## config.mk

```make
export PLATFORM = sky130hd
export DESIGN_NAME = spike_aer_tx
export DESIGN_NICKNAME = d
export VERILOG_FILES = /design/src/rtl/spike_aer_tx.sv
export SDC_FILE = /design/constraint.sdc
export NUM_CORES = 1
export LEC_CHECK = 0
export ABC_AREA = 1
export CORE_ASPECT_RATIO = 1.1
export CORE_MARGIN = 4
export CORE_UTILIZATION = 35
export CTS_BUF_LIST = sky130_fd_sc_hd__clkbuf_4
export CTS_CLUSTER_DIAMETER = 120
export DETAILED_ROUTE_END_ITERATION = 7
export PLACE_DENSITY = 0.56
export SLEW_MARGIN = 15
export SYNTH_ARGS = -nofsm -noshare
export SYNTH_HDL_FRONTEND = slang
export SYNTH_SLANG_ARGS = --single-unit
```

## constraint.sdc

```tcl
create_clock -name clk -period 4.8 [get_ports clk]
set_input_delay 1.44 -clock clk [delete_from_list [all_inputs] [get_ports clk]]
set_output_delay 1.44 -clock clk [all_outputs]
set_load 0.02 [all_outputs]
```

## src/rtl/spike_aer_tx.sv

```systemverilog
// -----------------------------------------------------------------------------
// spike_aer_tx
//
// Transmit side of the spike I/O path. The CPU writes 32-bit spike words
// (one bit per neuron) into the IO spike-output register. Each write arrives
// here with a one-cycle strobe. Words are buffered in a small FIFO. Each set
// bit is then sent, lowest index first, as one address-event on an external
// 4-phase req/ack link.
//
// Optional feature: define AER_TIMEOUT_EN to enable the ack timeout. Without
// it the handshake waits indefinitely and timeout_err is tied low.
//
// Ports
//   clk          in   1       clock, rising edge
//   reset        in   1       asynchronous, active-high reset
//   spike_word   in   WORD_W  spike word from the IO spike-output register
//   word_valid   in   1       one-cycle write strobe for spike_word
//   word_ready   out  1       FIFO not full
//   aer_addr     out  ADDR_W  neuron index of the current event, stable while aer_req=1
//   aer_req      out  1       4-phase request (registered)
//   aer_ack      in   1       4-phase acknowledge (asynchronous, synchronised here)
//   busy         out  1       FIFO non-empty or handshake engine not idle
//   drop_count   out  16      saturating count of lost words and aborted events
//   timeout_err  out  1       sticky ack-timeout flag
// -----------------------------------------------------------------------------
module spike_aer_tx #(
   parameter int WORD_W      = 32,
   parameter int ADDR_W      = 5,
   parameter int FIFO_DEPTH  = 4,
   parameter int TIMEOUT_CYC = 1024
) (
   input  logic              clk,
   input  logic              reset,
   input  logic [WORD_W-1:0] spike_word,
   input  logic              word_valid,
   output logic              word_ready,
   output logic [ADDR_W-1:0] aer_addr,
   output logic              aer_req,
   input  logic              aer_ack,
   output logic              busy,
   output logic [15:0]       drop_count,
   output logic              timeout_err
);

   localparam int PTR_W = $clog2(FIFO_DEPTH);

   localparam logic [PTR_W:0] PTR_ONE   = (PTR_W+1)'(1);
   localparam logic [PTR_W:0] CNT_DEPTH = (PTR_W+1)'(FIFO_DEPTH);

   // Stop elaboration on parameter sets the address mapping or the pointer
   // arithmetic cannot support.
   if ((WORD_W != (1 << ADDR_W)) || (FIFO_DEPTH < 2) ||
       ((FIFO_DEPTH & (FIFO_DEPTH - 1)) != 0) || (TIMEOUT_CYC < 1)) begin : g_bad_params
      $error("spike_aer_tx: illegal parameter combination");
   end

   typedef enum logic [1:0] {
      S_IDLE,
      S_LOAD,
      S_REQ,
      S_REL
   } state_t;

   // ---------------------------------------------------------------------------
   // Lowest set bit index. The loop runs from the top bit down, so the last
   // match wins. That match is the smallest index.
   // ---------------------------------------------------------------------------
   function automatic logic [ADDR_W-1:0] lowest_set(input logic [WORD_W-1:0] v);
      logic [ADDR_W-1:0] idx;
      idx = '0;
      for (int i = WORD_W - 1; i >= 0; i--) begin
         if (v[i]) idx = ADDR_W'(i);
      end
      return idx;
   endfunction

   // ---------------------------------------------------------------------------
   // Word FIFO. The pointers carry one extra wrap bit, so full and empty can
   // be told apart without a separate counter register.
   // ---------------------------------------------------------------------------
   logic [WORD_W-1:0] fifo_mem [FIFO_DEPTH];
   logic [PTR_W:0]    wr_ptr_q;
   logic [PTR_W:0]    rd_ptr_q;
   logic [PTR_W:0]    fifo_count;
   logic              fifo_empty;
   logic              fifo_full;
   logic              more_after_pop;
   logic [WORD_W-1:0] fifo_head;
   logic              push;
   logic              pop;
   logic              drop_word;

   assign fifo_count     = wr_ptr_q - rd_ptr_q;
   assign fifo_empty     = (fifo_count == '0);
   assign fifo_full      = (fifo_count == CNT_DEPTH);
   assign more_after_pop = (fifo_count > PTR_ONE);
   assign fifo_head      = fifo_mem[rd_ptr_q[PTR_W-1:0]];

   // Full is the pre-edge state. A pop in the same cycle does not let a push
   // in, so a word offered while full is counted as dropped.
   assign push       = word_valid & ~fifo_full;
   assign drop_word  = word_valid &  fifo_full;
   assign word_ready = ~fifo_full;

   // NOTE: storage arrays carry no reset. The valid range is defined only by the
   // reset pointers, so the RAM can map to plain memory cells.
   always_ff @(posedge clk) begin
      if (push) fifo_mem[wr_ptr_q[PTR_W-1:0]] <= spike_word;
   end

   // NOTE: every clocked register uses non-blocking assignment, so all of them
   // update together from the same pre-edge values.
   always_ff @(posedge clk or posedge reset) begin
      if (reset) begin
         wr_ptr_q <= '0;
         rd_ptr_q <= '0;
      end else begin
         if (push) wr_ptr_q <= wr_ptr_q + PTR_ONE;
         if (pop)  rd_ptr_q <= rd_ptr_q + PTR_ONE;
      end
   end

   // ---------------------------------------------------------------------------
   // Acknowledge synchroniser. Every handshake decision uses ack_s only.
   // ---------------------------------------------------------------------------
   logic ack_meta;
   logic ack_s;

   always_ff @(posedge clk or posedge reset) begin
      if (reset) begin
         ack_meta <= 1'b0;
         ack_s    <= 1'b0;
      end else begin
         ack_meta <= aer_ack;
         ack_s    <= ack_meta;
      end
   end

   // ---------------------------------------------------------------------------
   // Handshake engine state
   // ---------------------------------------------------------------------------
   state_t            state_q;
   state_t            state_d;
   logic [WORD_W-1:0] pend_q;
   logic [WORD_W-1:0] pend_d;
   logic [ADDR_W-1:0] addr_d;
   logic              req_d;
   logic [WORD_W-1:0] cur_bit;
   logic              tmo_hit;

   // One-hot mask of the event in flight. It is used to retire that bit from
   // pend once the ack arrives.
   assign cur_bit = WORD_W'(1) << aer_addr;

   // ---------------------------------------------------------------------------
   // Optional ack timeout. The counter runs only while REQ or REL is waiting.
   // It restarts on every state entry. It fires when a single wait lasts
   // TIMEOUT_CYC cycles.
   // ---------------------------------------------------------------------------
`ifdef AER_TIMEOUT_EN
   localparam int TMO_W = $clog2(TIMEOUT_CYC + 1);

   logic [TMO_W-1:0] tmo_cnt_q;
   logic             timeout_err_q;
   logic             waiting;

   assign waiting = ((state_q == S_REQ) && !ack_s) || ((state_q == S_REL) && ack_s);
   assign tmo_hit = waiting && (tmo_cnt_q == TMO_W'(TIMEOUT_CYC - 1));

   always_ff @(posedge clk or posedge reset) begin
      if (reset) begin
         tmo_cnt_q     <= '0;
         timeout_err_q <= 1'b0;
      end else begin
         if ((state_d != state_q) || !((state_q == S_REQ) || (state_q == S_REL)))
            tmo_cnt_q <= '0;
         else
            tmo_cnt_q <= tmo_cnt_q + TMO_W'(1);
         if (tmo_hit) timeout_err_q <= 1'b1;
      end
   end

   assign timeout_err = timeout_err_q;
`else
   assign tmo_hit     = 1'b0;
   assign timeout_err = 1'b0;
`endif

   // ---------------------------------------------------------------------------
   // Next-state and datapath decode
   // ---------------------------------------------------------------------------
   // NOTE: every output of this block gets a default first. No path can then
   // leave a value unassigned, so no latch is inferred.
   always_comb begin
      state_d = state_q;
      pend_d  = pend_q;
      addr_d  = aer_addr;
      req_d   = aer_req;
      pop     = 1'b0;

      case (state_q)
         S_IDLE: begin
            if (!fifo_empty) state_d = S_LOAD;
         end

         S_LOAD: begin
            pop    = 1'b1;
            pend_d = fifo_head;
            if (fifo_head == '0) begin
               // An empty word is consumed without an event.
               state_d = more_after_pop ? S_LOAD : S_IDLE;
            end else begin
               addr_d  = lowest_set(fifo_head);
               req_d   = 1'b1;
               state_d = S_REQ;
            end
         end

         S_REQ: begin
            if (tmo_hit) begin
               req_d   = 1'b0;
               pend_d  = '0;
               state_d = fifo_empty ? S_IDLE : S_LOAD;
            end else if (ack_s) begin
               req_d   = 1'b0;
               pend_d  = pend_q & ~cur_bit;
               state_d = S_REL;
            end
         end

         S_REL: begin
            if (tmo_hit) begin
               pend_d  = '0;
               state_d = fifo_empty ? S_IDLE : S_LOAD;
            end else if (!ack_s) begin
               // The address changes only here and in LOAD. In both places
               // req is low, so the receiver never sees it move under a
               // request.
               if (pend_q != '0) begin
                  addr_d  = lowest_set(pend_q);
                  req_d   = 1'b1;
                  state_d = S_REQ;
               end else if (!fifo_empty) begin
                  state_d = S_LOAD;
               end else begin
                  state_d = S_IDLE;
               end
            end
         end

         default: state_d = S_IDLE;
      endcase
   end

   always_ff @(posedge clk or posedge reset) begin
      if (reset) begin
         state_q  <= S_IDLE;
         pend_q   <= '0;
         aer_addr <= '0;
         aer_req  <= 1'b0;
      end else begin
         state_q  <= state_d;
         pend_q   <= pend_d;
         aer_addr <= addr_d;
         aer_req  <= req_d;
      end
   end

   // ---------------------------------------------------------------------------
   // Drop counter. A full-FIFO discard and a timeout abort can coincide, so
   // the increment can be 2. The sum saturates at all-ones.
   // ---------------------------------------------------------------------------
   logic [15:0] drop_q;
   logic [1:0]  drop_inc;
   logic [16:0] drop_sum;

   assign drop_inc = {1'b0, drop_word} + {1'b0, tmo_hit};
   assign drop_sum = {1'b0, drop_q} + {15'b0, drop_inc};

   always_ff @(posedge clk or posedge reset) begin
      if (reset) drop_q <= '0;
      else       drop_q <= drop_sum[16] ? 16'hFFFF : drop_sum[15:0];
   end

   assign drop_count = drop_q;
   assign busy       = !fifo_empty || (state_q != S_IDLE);

endmodule

```

==> results of run 1 <==
==> stage by stage <==
stage / setup slack [ns] / util [%] / power (mW) / hold slack, ns / instances
4_1_cts: 0.3674 / 40.12 / 5.956 / 0.3414 / 1243
2_1_floorplan: 0.7942 / - / 4.498 / 0.3312 / 868
3_5_place_dp: 0.6931 / 39.08 / 5.144 / 0.3379 / 1212
3_3_place_gp: 0.7472 / 39.08 / 5.118 / 0.3389 / 1212
6_report: 0.4426 / 40.13 / 5.877 / 0.3487 / 1244
5_1_grt: 0.1703 / 40.13 / 6.398 / 0.3595 / 1244
==> worst max-delay path, stage by stage (launching register included) <==
cell             delay [ns]
dfrtp_1                0.43
inv_1                  0.15
ha_1                   0.16
inv_1                  0.05
fa_1                   0.38
xnor2_1                0.18
xnor2_1                0.13
inv_1                  0.08
nor2_1                 0.14
nand2_1                0.09
clkdlybuf4s50_1        0.56
==> state kept, by name, indices dropped and copies added, names as in the netlist <==
signal	count
ack_meta	1
ack_s	1
aer_addr	5
aer_req	1
drop_count	16
fifo_mem	128
pend_q	32
rd_ptr_q	3
state_q	2
wr_ptr_q	3
==> synth_stat cells, types with 9 or more instances <==
cell / count
edfxtp_1: 128
inv_1: 81
o21ai_0: 44
clkbuf_1: 12
buf_6: 12
nor2_1: 60
a21oi_1: 31
nand3_1: 59
nor3_1: 14
a32o_2: 9
nor4_1: 9
a32o_1: 17
dfrtp_1: 64
nand2_1: 247
==> layout make-up <==
cell class	count	area, µm²	area share [%]
sequential	192	5446	55.12
multi-input combinational	556	2804	28.38
timing repair buffer	69	665.6	6.737
tap	310	387.9	3.926
inverter	85	319.1	3.229
clock buffer	18	135.1	1.368
clock inverter	13	120.1	1.216
antenna	1	2.502	0.02533
==> cells by family (layout without fill, tap and decap cells) <==
logic type,count (synthesis),count (layout),share of synthesized area (%)
other cells,1,2,0.04254
compound gates,130,130,10.01
xor+xnor,8,8,0.7947
buf+inv,120,185,6.599
flops,192,192,61.77
simple gates,408,408,19.43
fa+ha+maj,9,9,1.363
==> final timing paths <==
path,endpoint,slack (ns),depth (start not counted)
max,busy,0.44,10
max reg2reg,drop_count[13]$_DFF_PP0_,1.08,20
min reg2reg,ack_s$_DFF_PP0_,0.35,0
max in group asynchronous,rd_ptr_q[0]$_DFFE_PP0P_,2.81,3
min in group asynchronous,pend_q[5]$_DFFE_PP0P_,1.20,2
min,ack_s$_DFF_PP0_,0.35,0
==> cells in the final DEF (no fill, tap or decap), drive strengths merged, types with 2 or more instances in the layout <==
master / n
ha: 8
dfrtp: 64
inv: 91
clkbuf: 18
nor2: 63
edfxtp: 128
nand4: 6
nand2: 252
or2: 2
nand3: 60
nor4: 10
xnor2: 4
o211ai: 7
o21ai: 47
buf: 10
a21oi: 36
a32oi: 2
a32o: 26
clkdlybuf4s50: 59
o21bai: 2
nor3: 14
clkinvlp: 3
xor2: 4
clkinv: 4
a31oi: 2
==> power by group <==
part           leakage [nW]  total [mW]  switching, mW  internal, mW
registers              1.96        2.53          0.251          2.27
logic                  1.78        2.54           1.68         0.860
clock network         0.135       0.807          0.577         0.229
total                  3.87        5.88           2.51          3.36
==> routing by layer <==
layer | wire length, µm | GRT usage (%) | vias to the layer above
li1 | - | - | 3064
met1 | 8791 | 18.44 | 2941
met2 | 9137 | 23.02 | 104
met3 | 586 | 2.751 | 19
met4 | 357 | 4.521 | 0
met5 | 0 | 0 | -
==> reports/results.txt, run 1 <==
Register bit total from synthesis: 192
Post-synthesis cell count: 868
First-pass DRT Iterations: 6
RSZ-0062 raised after global routing: false
Pwr/cell area: 594.8 mW/mm²
Ratio of cells with drive above 1 in the final layout: 8.574%
Max-cap check violation count: 0
Post-CTS sizing: 0
H-tree lvl count: 4
Critical R2R Launch: wr_ptr_q[0]$_DFFE_PP0P_
Clock Skew: 0.02978 ns
Startpoint Class: flip-flop
Drt wl/cell: 15.17 µm
Total Routing Usage GR: 13.90%
IO Pins: 61
Root buffer cell: clkbuf_4
Setup Total Neg Slack: 0 ns
Seq/Total Area, Yosys: 61.77%
CP arrival: 2.92 ns
Fill cells: 2429
Initial Utilization: 35.80%
Synth Cell Area: 0.008816 mm²
Final Hold Fails: 0
Antenna Nets Post-Route: 0
Status: finished, final reports clean
Die ar.: 0.02779 mm²
Fmax achieved: 229.5 MHz
Leakage Power: 3.872 nW
Via Count: 6128
Vias in the first global route: 5815
DP HPWL: 12650 µm
DR iter-0 viols: 436
Die X: 159.3 µm
Final Cycle Share: 90.78%
FP Rows: 60
Hold_sp: ack_meta$_DFF_PP0_
Post-Syn Area per Cell: 10.16 µm²
Yosys cell types: 48
GRT overflow: 0
Slew margin rel.: 45.40%
Syn nets: 913
Critical path origin: wr_ptr_q[0]$_DFFE_PP0P_
Worst-Skew Late Latency: 0.59 ns
Max VDD drop: 0.3433 mV
Post-synth top area share: 43.60%
Core area: 0.02462 mm²
Final setup viols: 0
CTS tree: done
Synth Flop Type: edfxtp_1
CTS Sinks: 192
Clock slew at reported path FFs: 0.17 ns
Post-CTS Setup Bufs: 0
Dpl cell area: 0.009623 mm²
Initial antenna violation count: 1
WL final: 18870 µm
Number of hold buffers added after CTS: 0
Via-to-Cell Ratio: 4.926
Die Y: 174.5 µm
Yosys warning count: 0
EDFF count, synth: 128
Remaining DRCs: 0
Global-route wire length before repair: 30680 µm
Nets: 966
Largest net degree at the start of global routing: 67
Min Clock Period, post-route: 4.357 ns
Synth area leader: edfxtp_1
CP endpoint kind: output port
Area delta synth->final: 12.08%
Slew Limit Fails: 0
Synth async-reset ratio: 33.33%
Worst setup path category: reg2out
Min-delay worst type: reg2reg
Synth top area cells: edfxtp_1 (44%), dfrtp_1 (18%), nand2_1 (11%), inv_1 (3.4%), nand3_1 (3.3%)
Slew @ Worst Pin: 0.8159 ns
Clock Path Buffers: 2
Port-buffer cells: 59
WP data required: 3.36 ns
Post-Layout Inst Area: 0.009881 mm²
Num CTS Buffers: 17
RD Place Congestion: 0.8448
Max FO, Critical Path: 4
(Power assumes the default switching activity.)
==> run 2: changes to the inputs <==
--- a/config.mk
+++ b/config.mk
@@ -8,11 +8,12 @@
 export ABC_AREA = 1
 export CORE_ASPECT_RATIO = 1.1
 export CORE_MARGIN = 4
-export CORE_UTILIZATION = 35
+export CORE_UTILIZATION = 61
 export CTS_BUF_LIST = sky130_fd_sc_hd__clkbuf_4
 export CTS_CLUSTER_DIAMETER = 120
 export DETAILED_ROUTE_END_ITERATION = 7
-export PLACE_DENSITY = 0.56
+export PLACE_DENSITY = 0.86
+export SETUP_SLACK_MARGIN = 0.4
 export SLEW_MARGIN = 15
 export SYNTH_ARGS = -nofsm -noshare
 export SYNTH_HDL_FRONTEND = slang
==> reports/results.txt, run 2 (same netlist as run 1, synthesis figures left out) <==
RD Place Congestion: 0.9672 (was 0.8448)
R2R Path End: aer_addr[0]$_DFFE_PP0P_ (was drop_count[13]$_DFF_PP0_)
H-tree lvl count: 4 (unchanged)
Critical R2R Launch: rd_ptr_q[0]$_DFFE_PP0P_ (was wr_ptr_q[0]$_DFFE_PP0P_)
Internal reg-to-reg setup slack: 1.06 ns (was 1.08 ns)
Most common cell after layout, fill and taps aside: nand2_1 (unchanged)
Setup Total Neg Slack: 0 ns (unchanged)
Initial antenna violation count: 1 (unchanged)
Clock Path Buffers: 2 (unchanged)
Max VDD drop: 0.3737 mV (was 0.3433 mV)
Startpoint Class: flip-flop (unchanged)
Overall power: 6.042 mW (was 5.877 mW)
DR iter-0 viols: 478 (was 436)
GRT overflow: 0 (unchanged)
Post-Layout Inst Area: 0.009788 mm² (was 0.009881 mm²)
CP endpoint kind: output port (unchanged)
Slew margin rel.: 34.98% (was 45.40%)
FP Rows: 45 (was 60)
Met2 Use GR: 39.14% (was 23.02%)
Antenna Nets Post-Route: 0 (unchanged)
Status: finished, final reports clean (unchanged)
CP endpoint: busy (unchanged)
Drt wl/cell: 16.15 µm (was 15.17 µm)
Final Cycle Share: 86.58% (was 90.78%)
Max FO, Critical Path: 4 (unchanged)
GR Util met3: 4.597% (was 2.751%)
Min Clock Period, post-route: 4.156 ns (was 4.357 ns)
Leakage Power: 3.901 nW (was 3.872 nW)
Die X: 122.6 µm (was 159.3 µm)
Nets: 965 (was 966)
Slew @ Worst Pin: 0.9718 ns (was 0.8159 ns)
Worst-Skew Late Latency: 0.58 ns (was 0.59 ns)
M1 GR Usage: 30.74% (was 18.44%)
Vias in the first global route: 6253 (was 5815)
Area delta synth->final: 11.03% (was 12.08%)
Critical path origin: wr_ptr_q[0]$_DFFE_PP0P_ (unchanged)
Core area: 0.01396 mm² (was 0.02462 mm²)
Ratio of cells with drive above 1 in the final layout: 8.574% (unchanged)
Final setup viols: 0 (unchanged)
IO Pins: 61 (unchanged)
Worst setup path category: reg2out (unchanged)
Dpl cell area: 0.009458 mm² (was 0.009623 mm²)
Global-route wire length before repair: 29970 µm (was 30680 µm)
Largest net degree at the start of global routing: 68 (was 67)
CTS Sinks: 192 (unchanged)
Num CTS Buffers: 17 (unchanged)
Slew Limit Fails: 0 (unchanged)
Initial Utilization: 63.14% (was 35.80%)
WP data required: 3.36 ns (about the same)
GRT busiest layer: met2 (unchanged)
Root buffer cell: clkbuf_4 (unchanged)
Max reg flops: 128 (unchanged)
Most frequent cells in the layout: nand2_1 (247), edfxtp_1 (128), inv_1 (80) (unchanged)
CTS tree: done (unchanged)
Remaining DRCs: 0 (unchanged)
Total Routing Usage GR: 23.40% (was 13.90%)
Hold Path Stages: 0 (unchanged)
Final Hold Fails: 0 (unchanged)
Max-cap check violation count: 0 (unchanged)
Die Y: 134.1 µm (was 174.5 µm)
Clock slew at reported path FFs: 0.16 ns (was 0.17 ns)
WL final: 18120 µm (was 18870 µm)
Die ar.: 0.01644 mm² (was 0.02779 mm²)
Fin util: 70.10% (was 40.13%)
First-pass DRT Iterations: 7 (was 6)
Via Count: 6357 (was 6128)
Port-buffer cells: 59 (unchanged)
Worst reg2reg path depth: 32 (was 20)
DP HPWL: 12130 µm (was 12650 µm)
Min-delay worst type: reg2reg (unchanged)
Pwr/cell area: 617.2 mW/mm² (was 594.8 mW/mm²)
Clock Skew: 0.02127 ns (was 0.02978 ns)
Fmax achieved: 240.6 MHz (was 229.5 MHz)
Via-to-Cell Ratio: 5.666 (was 4.926)
RSZ-0062 raised after global routing: false (unchanged)
CP arrival: 2.72 ns (was 2.92 ns)
[run 2: cell count changes in the layout (fill, tap and decap cells not counted), sizes merged]
| cell | previous run | this run |
|---|---|---|
| buf | 10 | 9 |
| bufinv | 0 | 3 |
| inv | 91 | 90 |
| clkinvlp | 3 | 2 |
| dlymetal6s2s | 0 | 1 |
| clkinv | 4 | 5 |
| clkbuf | 18 | 17 |
| clkdlybuf4s50 | 59 | 57 |
| dlygate4sd2 | 0 | 1 |
[run 2: routing by layer]
metal | routed length, µm | vias up
met5 | 0 | -
met4 | 363 | 0
met3 | 1006 | 35
met2 | 9062 | 194
met1 | 7685 | 3052
li1 | - | 3076
[run 2: worst min path at each step]
stage                  startpoint              end  slack (ns)
3_3_place_gp   ack_meta$_DFF_PP0_  ack_s$_DFF_PP0_        0.34
2_1_floorplan  ack_meta$_DFF_PP0_  ack_s$_DFF_PP0_        0.33
5_1_grt        ack_meta$_DFF_PP0_  ack_s$_DFF_PP0_        0.41
6_report       ack_meta$_DFF_PP0_  ack_s$_DFF_PP0_        0.39
3_5_place_dp   ack_meta$_DFF_PP0_  ack_s$_DFF_PP0_        0.34
4_1_cts        ack_meta$_DFF_PP0_  ack_s$_DFF_PP0_        0.39
[run 2: what timing repair did]
action | CTS | global route
hold buffers | 0 | 0
hold endpoints to repair | 0 | 0
setup endpoints to repair | 1 | 1
gates resized for setup | 1 | 1
setup buffers | 0 | 0
[run 2: final cells by class]
type	count	area [µm²]
Antenna cell	1	2.502
Clock buffer	17	127.6
Clock inverter	15	198.9
Fill cell	1032	4175
Inverter	85	319.1
Multi-Input combinational cell	556	2799
Sequential cell	192	5446
Tap cell	188	235.2
Timing Repair Buffer	68	659.4
[run 2: per-stage QoR]
stage          std cells  setup WS [ns]  hold slack, ns
4_1_cts             1121         0.4592          0.3923
3_3_place_gp        1089         0.8113          0.3390
5_1_grt             1122         0.4744          0.4118
3_5_place_dp        1089         0.7646          0.3416
2_1_floorplan        868         0.7942          0.3312
6_report            1122         0.6441          0.3906
[run 2: power breakdown]
group          total (mW)  switching (mW)  internal [mW]
Sequential           2.53           0.255           2.28
Combinational        2.56            1.71          0.857
Clock               0.946           0.568          0.378
[run 2: critical path, stage by stage, from the launching register on]
cell,delay (ns)
dfrtp_1,0.43
inv_1,0.14
ha_1,0.16
inv_1,0.05
fa_1,0.37
xnor2_1,0.17
xnor2_1,0.13
inv_1,0.08
nor2_1,0.14
nand2_1,0.12
dlygate4sd2_1,0.34
